### src/rtl/multi_timer.sv
// Multi-channel fabric timer: NUM_CH counters with one-shot mode, compare, W1C status and an ORed level interrupt.
// Optional per-channel 8-bit prescaler enabled by defining MULTI_TIMER_PRESCALE_EN.
module multi_timer #(
  parameter int unsigned NUM_CH = 4,
  parameter int unsigned CNT_W  = 32
) (
  input  logic        pclk,
  input  logic        reset,
  input  logic        bus_write_en,
  input  logic        bus_read_en,
  input  logic [7:0]  bus_addr,
  input  logic [31:0] bus_write_data,
  output logic [31:0] bus_read_data,
  output logic        fabint
);

  typedef enum logic [2:0] {
    REG_PERIOD  = 3'd0,
    REG_COUNT   = 3'd1,
    REG_CTRL    = 3'd2,
    REG_COMPARE = 3'd3,
    REG_STATUS  = 3'd4,
    REG_PENDING = 3'd5
  } reg_e;

  logic [2:0] ch_sel, reg_sel;
  logic       ch_ok, wr, rd;

  logic [NUM_CH-1:0][CNT_W-1:0] period_q, period_d, compare_q, compare_d, count_q, count_d;
  logic [NUM_CH-1:0] en_q, en_d, ie_q, ie_d, cmpen_q, cmpen_d, ovfen_q, ovfen_d;
  logic [NUM_CH-1:0] oneshot_q, oneshot_d, ovf_q, ovf_d, cmp_q, cmp_d;
  logic [NUM_CH-1:0] sel, tick, set_ovf, set_cmp, clr_ovf, clr_cmp, pend;
`ifdef MULTI_TIMER_PRESCALE_EN
  logic [NUM_CH-1:0][7:0] prescale_q, prescale_d, psc_q, psc_d;
`endif
  logic [31:0] rdata_q, rdata_d;
  logic        fabint_q, fabint_d;

  assign ch_sel  = bus_addr[7:5];
  assign reg_sel = bus_addr[4:2];
  assign ch_ok   = 32'(ch_sel) < NUM_CH;
  assign wr      = bus_write_en & ch_ok;
  assign rd      = bus_read_en & ~bus_write_en;
  assign pend    = ie_q & (ovf_q | cmp_q);

  assign bus_read_data = rdata_q;
  assign fabint        = fabint_q;

  logic unused_bits;
  assign unused_bits = ^{bus_addr[1:0], bus_write_data};

  always_comb begin
    period_d  = period_q;
    compare_d = compare_q;
    count_d   = count_q;
    en_d      = en_q;
    ie_d      = ie_q;
    cmpen_d   = cmpen_q;
    ovfen_d   = ovfen_q;
    oneshot_d = oneshot_q;
    sel       = '0;
    tick      = '0;
    set_ovf   = '0;
    set_cmp   = '0;
    clr_ovf   = '0;
    clr_cmp   = '0;
`ifdef MULTI_TIMER_PRESCALE_EN
    prescale_d = prescale_q;
    psc_d      = psc_q;
`endif
    fabint_d  = |pend;

    for (int unsigned ch = 0; ch < NUM_CH; ch++) begin
      sel[ch] = wr && (32'(ch_sel) == ch);
`ifdef MULTI_TIMER_PRESCALE_EN
      tick[ch] = en_q[ch] && (psc_q[ch] == prescale_q[ch]);
      if (en_q[ch])
        psc_d[ch] = tick[ch] ? 8'd0 : psc_q[ch] + 8'd1;
`else
      tick[ch] = en_q[ch];
`endif
      set_ovf[ch] = tick[ch] && ovfen_q[ch] && (count_q[ch] == period_q[ch]);
      set_cmp[ch] = tick[ch] && cmpen_q[ch] && (count_q[ch] == compare_q[ch]);
      if (tick[ch]) begin
        if (count_q[ch] == period_q[ch]) begin
          count_d[ch] = '0;
          if (oneshot_q[ch])
            en_d[ch] = 1'b0;
        end else begin
          count_d[ch] = count_q[ch] + 1'b1;
        end
      end

      // Bus writes come after the tick update so they override it at the same edge.
      if (sel[ch]) begin
        case (reg_sel)
          REG_PERIOD: begin
            period_d[ch] = bus_write_data[CNT_W-1:0];
            count_d[ch]  = '0;
`ifdef MULTI_TIMER_PRESCALE_EN
            psc_d[ch]    = '0;
`endif
          end
          REG_CTRL: begin
            en_d[ch]      = bus_write_data[0];
            ie_d[ch]      = bus_write_data[1];
            cmpen_d[ch]   = bus_write_data[2];
            ovfen_d[ch]   = bus_write_data[3];
            oneshot_d[ch] = bus_write_data[4];
`ifdef MULTI_TIMER_PRESCALE_EN
            prescale_d[ch] = bus_write_data[15:8];
`endif
          end
          REG_COMPARE: compare_d[ch] = bus_write_data[CNT_W-1:0];
          REG_STATUS: begin
            clr_ovf[ch] = bus_write_data[0];
            clr_cmp[ch] = bus_write_data[1];
          end
          default: ;
        endcase
      end
    end

    ovf_d = (ovf_q & ~clr_ovf) | set_ovf;
    cmp_d = (cmp_q & ~clr_cmp) | set_cmp;

    rdata_d = rdata_q;
    if (rd) begin
      rdata_d = '0;
      for (int unsigned ch = 0; ch < NUM_CH; ch++) begin
        if (ch_ok && (32'(ch_sel) == ch)) begin
          case (reg_sel)
            REG_PERIOD:  rdata_d[CNT_W-1:0] = period_q[ch];
            REG_COUNT:   rdata_d[CNT_W-1:0] = count_q[ch];
            REG_CTRL: begin
              rdata_d[4:0] = {oneshot_q[ch], ovfen_q[ch], cmpen_q[ch], ie_q[ch], en_q[ch]};
`ifdef MULTI_TIMER_PRESCALE_EN
              rdata_d[15:8] = prescale_q[ch];
`endif
            end
            REG_COMPARE: rdata_d[CNT_W-1:0] = compare_q[ch];
            REG_STATUS:  rdata_d[1:0] = {cmp_q[ch], ovf_q[ch]};
            REG_PENDING: rdata_d[NUM_CH-1:0] = pend;
            default: ;
          endcase
        end
      end
    end
  end

  always_ff @(posedge pclk) begin
    if (reset) begin
      period_q  <= '0;
      compare_q <= '0;
      count_q   <= '0;
      en_q      <= '0;
      ie_q      <= '0;
      cmpen_q   <= '0;
      ovfen_q   <= '0;
      oneshot_q <= '0;
      ovf_q     <= '0;
      cmp_q     <= '0;
`ifdef MULTI_TIMER_PRESCALE_EN
      prescale_q <= '0;
      psc_q      <= '0;
`endif
      rdata_q   <= '0;
      fabint_q  <= 1'b0;
    end else begin
      period_q  <= period_d;
      compare_q <= compare_d;
      count_q   <= count_d;
      en_q      <= en_d;
      ie_q      <= ie_d;
      cmpen_q   <= cmpen_d;
      ovfen_q   <= ovfen_d;
      oneshot_q <= oneshot_d;
      ovf_q     <= ovf_d;
      cmp_q     <= cmp_d;
`ifdef MULTI_TIMER_PRESCALE_EN
      prescale_q <= prescale_d;
      psc_q      <= psc_d;
`endif
      rdata_q   <= rdata_d;
      fabint_q  <= fabint_d;
    end
  end

endmodule

### config.mk
export PLATFORM = sky130hd
export DESIGN_NAME = multi_timer
export DESIGN_NICKNAME = d
export VERILOG_FILES = /design/src/rtl/multi_timer.sv
export SDC_FILE = /design/constraint.sdc
export NUM_CORES = 1
export LEC_CHECK = 0
export BUFFER_PORTS_ARGS = -buffer_cell sky130_fd_sc_hd__buf_2
export CORE_MARGIN = 2
export CORE_UTILIZATION = 50
export CTS_CLUSTER_SIZE = 25
export DETAILED_ROUTE_END_ITERATION = 10
export GPL_ROUTABILITY_DRIVEN = 0
export PLACE_DENSITY_LB_ADDON = 0.12
export SETUP_SLACK_MARGIN = 0.4
export SLEW_MARGIN = 25
export SYNTH_ARGS = -nofsm -noshare
export SYNTH_HDL_FRONTEND = slang
export SYNTH_SLANG_ARGS = --single-unit
### constraint.sdc
create_clock -name pclk -period 5.75 [get_ports pclk]
set_input_delay 0.575 -clock pclk [delete_from_list [all_inputs] [get_ports pclk]]
set_output_delay 0.575 -clock pclk [all_outputs]
set_load 0.005 [all_outputs]
==> impl_metrics.xml <==
<?xml version="1.0" encoding="UTF-8"?>
<metrics>
  <group name="outcome">
    <metric name="outcome" unit="">complete, no violations</metric>
  </group>
  <group name="clocking">
    <metric name="cts_tree" unit="">yes</metric>
    <metric name="clock_path_buffers" unit="">3</metric>
    <metric name="post_cts_resized" unit="">0</metric>
    <metric name="tritoncts.num_buffers" unit="">49</metric>
    <metric name="post_cts_hold_fix_bufs" unit="">0</metric>
    <metric name="clock_pin_slew_on_the_worst_setup_and_hold_paths" unit="ps">60</metric>
    <metric name="tritoncts_num_sinks" unit="">445</metric>
    <metric name="cts.htree.levels" unit="">2</metric>
    <metric name="post_cts.repair.setup_buffers" unit="">0</metric>
    <metric name="worstSkewPairLatency" unit="ps">600</metric>
    <metric name="cts-root-buf" unit="">sky130_fd_sc_hd__clkbuf_16</metric>
  </group>
  <group name="floorplan">
    <metric name="die-height" unit="µm">221</metric>
    <metric name="full_die_area" unit="µm²">48800</metric>
    <metric name="design.portCount" unit="">77</metric>
    <metric name="row_count" unit="">79</metric>
    <metric name="design.core.area" unit="µm²">46500</metric>
    <metric name="floorplan.die.width" unit="µm">221</metric>
    <metric name="starting_density_of_the_core" unit="">0.506</metric>
  </group>
  <group name="setup_path">
    <metric name="slowest_delay" unit="ps">870</metric>
    <metric name="path_cells" unit="">buf_4 &gt; and2_2 &gt; buf_4 &gt; nand2_1 &gt; nor2_4 &gt; nand2_1 &gt; a21oi_1</metric>
    <metric name="startpoint_type" unit="">input port</metric>
    <metric name="critPathKind" unit="">in2reg</metric>
    <metric name="critPathCaptureType" unit="">flop</metric>
    <metric name="critical_path.max_fanout" unit="">64</metric>
    <metric name="endpoint_required_time_on_the_critical_path" unit="ps">6270</metric>
    <metric name="timing.critical_path.slowest_stage_cell" unit="">sky130_fd_sc_hd__nor2_4</metric>
    <metric name="crit_arrival" unit="ps">3880</metric>
  </group>
  <group name="synth">
    <metric name="synth.area.top_cells" unit="">sky130_fd_sc_hd__dfxtp_1 (38%), sky130_fd_sc_hd__nand2_1 (10%), sky130_fd_sc_hd__xor2_1 (9.6%)</metric>
    <metric name="yosys_warnings" unit="">0</metric>
    <metric name="postSynth.topFlopCell" unit="">sky130_fd_sc_hd__dfxtp_1</metric>
    <metric name="synth_enable_flop_cells" unit="">0</metric>
    <metric name="synth_seq_cells" unit="">445</metric>
    <metric name="post_synth.cell_area_avg" unit="µm²">7.79</metric>
    <metric name="postSynthNetCount" unit="">3068</metric>
    <metric name="synth.top_cell.area_share" unit="">0.379</metric>
    <metric name="async_flop_share" unit="">0</metric>
    <metric name="yosysSeqAreaShare" unit="">0.379</metric>
    <metric name="mappedNetlistArea" unit="µm²">23500</metric>
    <metric name="synth_cell_type_count" unit="">71</metric>
    <metric name="netlist_instances" unit="">3020</metric>
    <metric name="synth_largest_area_cell" unit="">sky130_fd_sc_hd__dfxtp_1</metric>
  </group>
  <group name="detailed_routing">
    <metric name="route.detailed.wl_per_inst" unit="µm">24.2</metric>
    <metric name="drt_iter0_markers" unit="">2752</metric>
    <metric name="drt_pre_antenna_iters" unit="">8</metric>
    <metric name="post_drt_via_cell_ratio" unit="">6.18</metric>
    <metric name="detail-route-antenna-nets" unit="">0</metric>
    <metric name="routed_wl" unit="µm">85100</metric>
    <metric name="drcViolationCount" unit="">0</metric>
    <metric name="total_vias_in_the_final_route" unit="">21800</metric>
  </group>
  <group name="sta">
    <metric name="setup_repair_after_global_routing_missed_its_margin" unit="">false</metric>
    <metric name="fin_setup_tns" unit="ps">0</metric>
    <metric name="fmax" unit="MHz">298</metric>
    <metric name="post-route-period-util" unit="">0.584</metric>
    <metric name="post_layout_minimum_cycle_time" unit="ps">3360</metric>
    <metric name="skew" unit="ps">29.0</metric>
    <metric name="worst_pin_slew" unit="ps">1030</metric>
    <metric name="final_hold_viol_count" unit="">0</metric>
    <metric name="maxSlewViolCount" unit="">0</metric>
    <metric name="slew_headroom" unit="">0.313</metric>
    <metric name="timing.final.setup_violations" unit="">0</metric>
  </group>
  <group name="finish">
    <metric name="finish.instance_area" unit="µm²">25600</metric>
    <metric name="ratio_of_cells_with_drive_above_1_in_the_final_layout" unit="">0.0918</metric>
    <metric name="layout.nets" unit="">2918</metric>
    <metric name="area_delta_synth_final" unit="%">8.68</metric>
    <metric name="fill_cells" unit="">4423</metric>
  </group>
  <group name="pwr">
    <metric name="internal_dissipation" unit="µW">5310</metric>
    <metric name="pwr-share-clk" unit="">0.497</metric>
    <metric name="pwr-share-seq" unit="">0.445</metric>
    <metric name="switching_share" unit="">0.239</metric>
    <metric name="total_leakage_power" unit="µW">0.00963</metric>
    <metric name="power" unit="µW">6980</metric>
    <metric name="power_switching" unit="µW">1670</metric>
    <metric name="share_comb_of_total_power" unit="">0.058</metric>
    <metric name="power-per-cell-area" unit="nW/µm²">273</metric>
    <metric name="vdd_drop_max" unit="V">0.000249</metric>
  </group>
  <group name="global_routing">
    <metric name="grt_antenna_before_repair" unit="">6</metric>
    <metric name="grt_overall_usage" unit="">0.337</metric>
    <metric name="grt_first_pass_wirelength" unit="µm">127000</metric>
    <metric name="largest_net_degree_at_the_start_of_global_routing" unit="">94</metric>
    <metric name="grt.overflow.total" unit="">0</metric>
    <metric name="first_global_vias" unit="">20100</metric>
  </group>
  <group name="hold_path">
    <metric name="min_path_type" unit="">in2reg</metric>
  </group>
  <group name="placement">
    <metric name="placement_stage_cell_area" unit="µm²">23800</metric>
    <metric name="dp.final_hpwl" unit="µm">57300</metric>
    <metric name="port_buffers" unit="">74</metric>
  </group>
  <group name="job">
    <metric name="number_of_max_capacitance_violations_reported" unit="">0</metric>
  </group>
</metrics>
## registers in the layout, indices dropped and copies added (netlist names), 32 cells and up
| register | flops |
|---|---|
| period_q | 128 |
| bus_read_data | 32 |
| compare_q | 128 |
| count_q | 128 |
## synth_stat cells (7+ instances only)
library cell	instances
sky130_fd_sc_hd__nand3_1	58
sky130_fd_sc_hd__nand2_1	634
sky130_fd_sc_hd__a221o_1	23
sky130_fd_sc_hd__a221oi_1	29
sky130_fd_sc_hd__o21ai_0	29
sky130_fd_sc_hd__buf_1	11
sky130_fd_sc_hd__and4_1	13
sky130_fd_sc_hd__nor4_1	56
sky130_fd_sc_hd__or2_2	7
sky130_fd_sc_hd__and3_1	12
sky130_fd_sc_hd__o22ai_1	29
sky130_fd_sc_hd__inv_1	25
sky130_fd_sc_hd__mux2i_1	77
sky130_fd_sc_hd__nand3b_1	11
sky130_fd_sc_hd__mux4_2	9
sky130_fd_sc_hd__dfxtp_1	445
sky130_fd_sc_hd__a22oi_1	30
sky130_fd_sc_hd__nand4_1	79
sky130_fd_sc_hd__a21oi_1	333
sky130_fd_sc_hd__nor2b_1	9
sky130_fd_sc_hd__clkbuf_1	234
sky130_fd_sc_hd__a31oi_1	24
sky130_fd_sc_hd__xnor2_1	118
sky130_fd_sc_hd__nor2_1	245
sky130_fd_sc_hd__xor2_1	257
sky130_fd_sc_hd__buf_2	59
sky130_fd_sc_hd__mux2_2	29
sky130_fd_sc_hd__nor3_1	26
## path summary, 6_finish.rpt
path / cells after the start / slack [ps] / from / endpoint
hold / removal: 3 / 390 / bus_write_data[24] / compare_q[88]$_SDFFE_PP0P_
setup reg to reg: 6 / 3110 / count_q[1]$_SDFF_PP0_ / count_q[26]$_SDFF_PP0_
setup / recovery: 7 / 2390 / bus_addr[3] / compare_q[29]$_SDFFE_PP0P_
hold reg to reg: 2 / 470 / ie_q[1]$_SDFFE_PP0P_ / ie_q[1]$_SDFFE_PP0P_
## power by group through the flow
| stage | Clock [µW] | Combinational [µW] | Sequential [µW] |
|---|---|---|---|
| 6_report | 3470 | 403 | 3110 |
| 3_3_place_gp | 0 | 378 | 3170 |
| 2_1_floorplan | 0 | 221 | 3170 |
| 5_1_grt | 3630 | 407 | 3100 |
| 3_5_place_dp | 0 | 380 | 3170 |
| 4_1_cts | 3500 | 381 | 3100 |
## stage by stage
stage,utilization,std cells,setup WS [ps],hold slack [ps]
after floorplan,-,3020,3480,442
after global placement,0.512,3425,2050,459
after detailed placement,0.512,3426,2010,465
after CTS,0.550,3516,2630,358
after global routing,0.550,3516,2330,378
final,0.550,3518,2390,387
## metal layers
| layer | GRT usage | vias to the layer above | part of all wire |
|---|---|---|---|
| li1 | - | 9936 | - |
| met1 | 0.453 | 10500 | 0.41 |
| met2 | 0.508 | 1136 | 0.43 |
| met3 | 0.0955 | 192 | 0.12 |
| met4 | 0.134 | 2 | 0.040 |
| met5 | 0 | - | 0.00015 |
## worst max-delay path: cells and delay by family
kind	cells	cell delay, ps
simple gates	4	1780
buf+inv	2	1280
compound gates	1	160
## logic make-up (layout without fill, tap and decap cells)
kind of cell	Yosys count	in the layout	synth area share
XOR/XNOR	375	375	0.140
AND/OR/NAND/NOR	1187	1187	0.223
flip-flops	445	445	0.379
buffers and inverters	336	225	0.0576
other	0	2	0
multiplexers	115	115	0.0552
adder cells (fa/ha/maj)	4	4	0.00213
AO/OA/AOI/OAI	558	558	0.143
## layout make-up
cell class | count | area, µm² | area share
Multi-Input combinational cell | 2239 | 13400 | 0.523
Sequential cell | 445 | 8910 | 0.348
Clock buffer | 79 | 1570 | 0.0615
Tap cell | 607 | 759 | 0.0297
Timing Repair Buffer | 110 | 663 | 0.0259
Clock inverter | 11 | 209 | 0.00817
Inverter | 25 | 93.8 | 0.00367
Antenna cell | 2 | 5.00 | 0.000196
## cell usage in the layout, fill, tap and decap left out, types with 5 or more instances in the layout
| master | instances |
|---|---|
| sky130_fd_sc_hd__xor2_1 | 257 |
| sky130_fd_sc_hd__a221oi_1 | 29 |
| sky130_fd_sc_hd__nand2_1 | 634 |
| sky130_fd_sc_hd__nor3_1 | 26 |
| sky130_fd_sc_hd__buf_4 | 36 |
| sky130_fd_sc_hd__bufinv_16 | 6 |
| sky130_fd_sc_hd__inv_1 | 25 |
| sky130_fd_sc_hd__nor2b_1 | 9 |
| sky130_fd_sc_hd__dfxtp_1 | 445 |
| sky130_fd_sc_hd__o21ai_0 | 29 |
| sky130_fd_sc_hd__mux4_2 | 9 |
| sky130_fd_sc_hd__a22oi_1 | 30 |
| sky130_fd_sc_hd__nand4_1 | 79 |
| sky130_fd_sc_hd__nor2_2 | 8 |
| sky130_fd_sc_hd__and4_1 | 13 |
| sky130_fd_sc_hd__or2_2 | 7 |
| sky130_fd_sc_hd__a21oi_1 | 333 |
| sky130_fd_sc_hd__a211oi_1 | 5 |
| sky130_fd_sc_hd__mux2_2 | 29 |
| sky130_fd_sc_hd__clkbuf_1 | 9 |
| sky130_fd_sc_hd__nand3_1 | 58 |
| sky130_fd_sc_hd__clkbuf_16 | 51 |
| sky130_fd_sc_hd__nor2_1 | 235 |
| sky130_fd_sc_hd__buf_2 | 71 |
| sky130_fd_sc_hd__o22ai_1 | 29 |
| sky130_fd_sc_hd__nand2b_1 | 5 |
| sky130_fd_sc_hd__o32ai_1 | 6 |
| sky130_fd_sc_hd__mux2i_1 | 77 |
| sky130_fd_sc_hd__and3_1 | 12 |
| sky130_fd_sc_hd__nor4_2 | 5 |
| sky130_fd_sc_hd__xnor2_1 | 118 |
| sky130_fd_sc_hd__clkbuf_8 | 19 |
| sky130_fd_sc_hd__nor4_1 | 56 |
| sky130_fd_sc_hd__a31oi_1 | 24 |
| sky130_fd_sc_hd__nand3b_1 | 11 |
| sky130_fd_sc_hd__a221o_1 | 23 |
| sky130_fd_sc_hd__o22a_1 | 5 |
(Power assumes the default switching activity.)
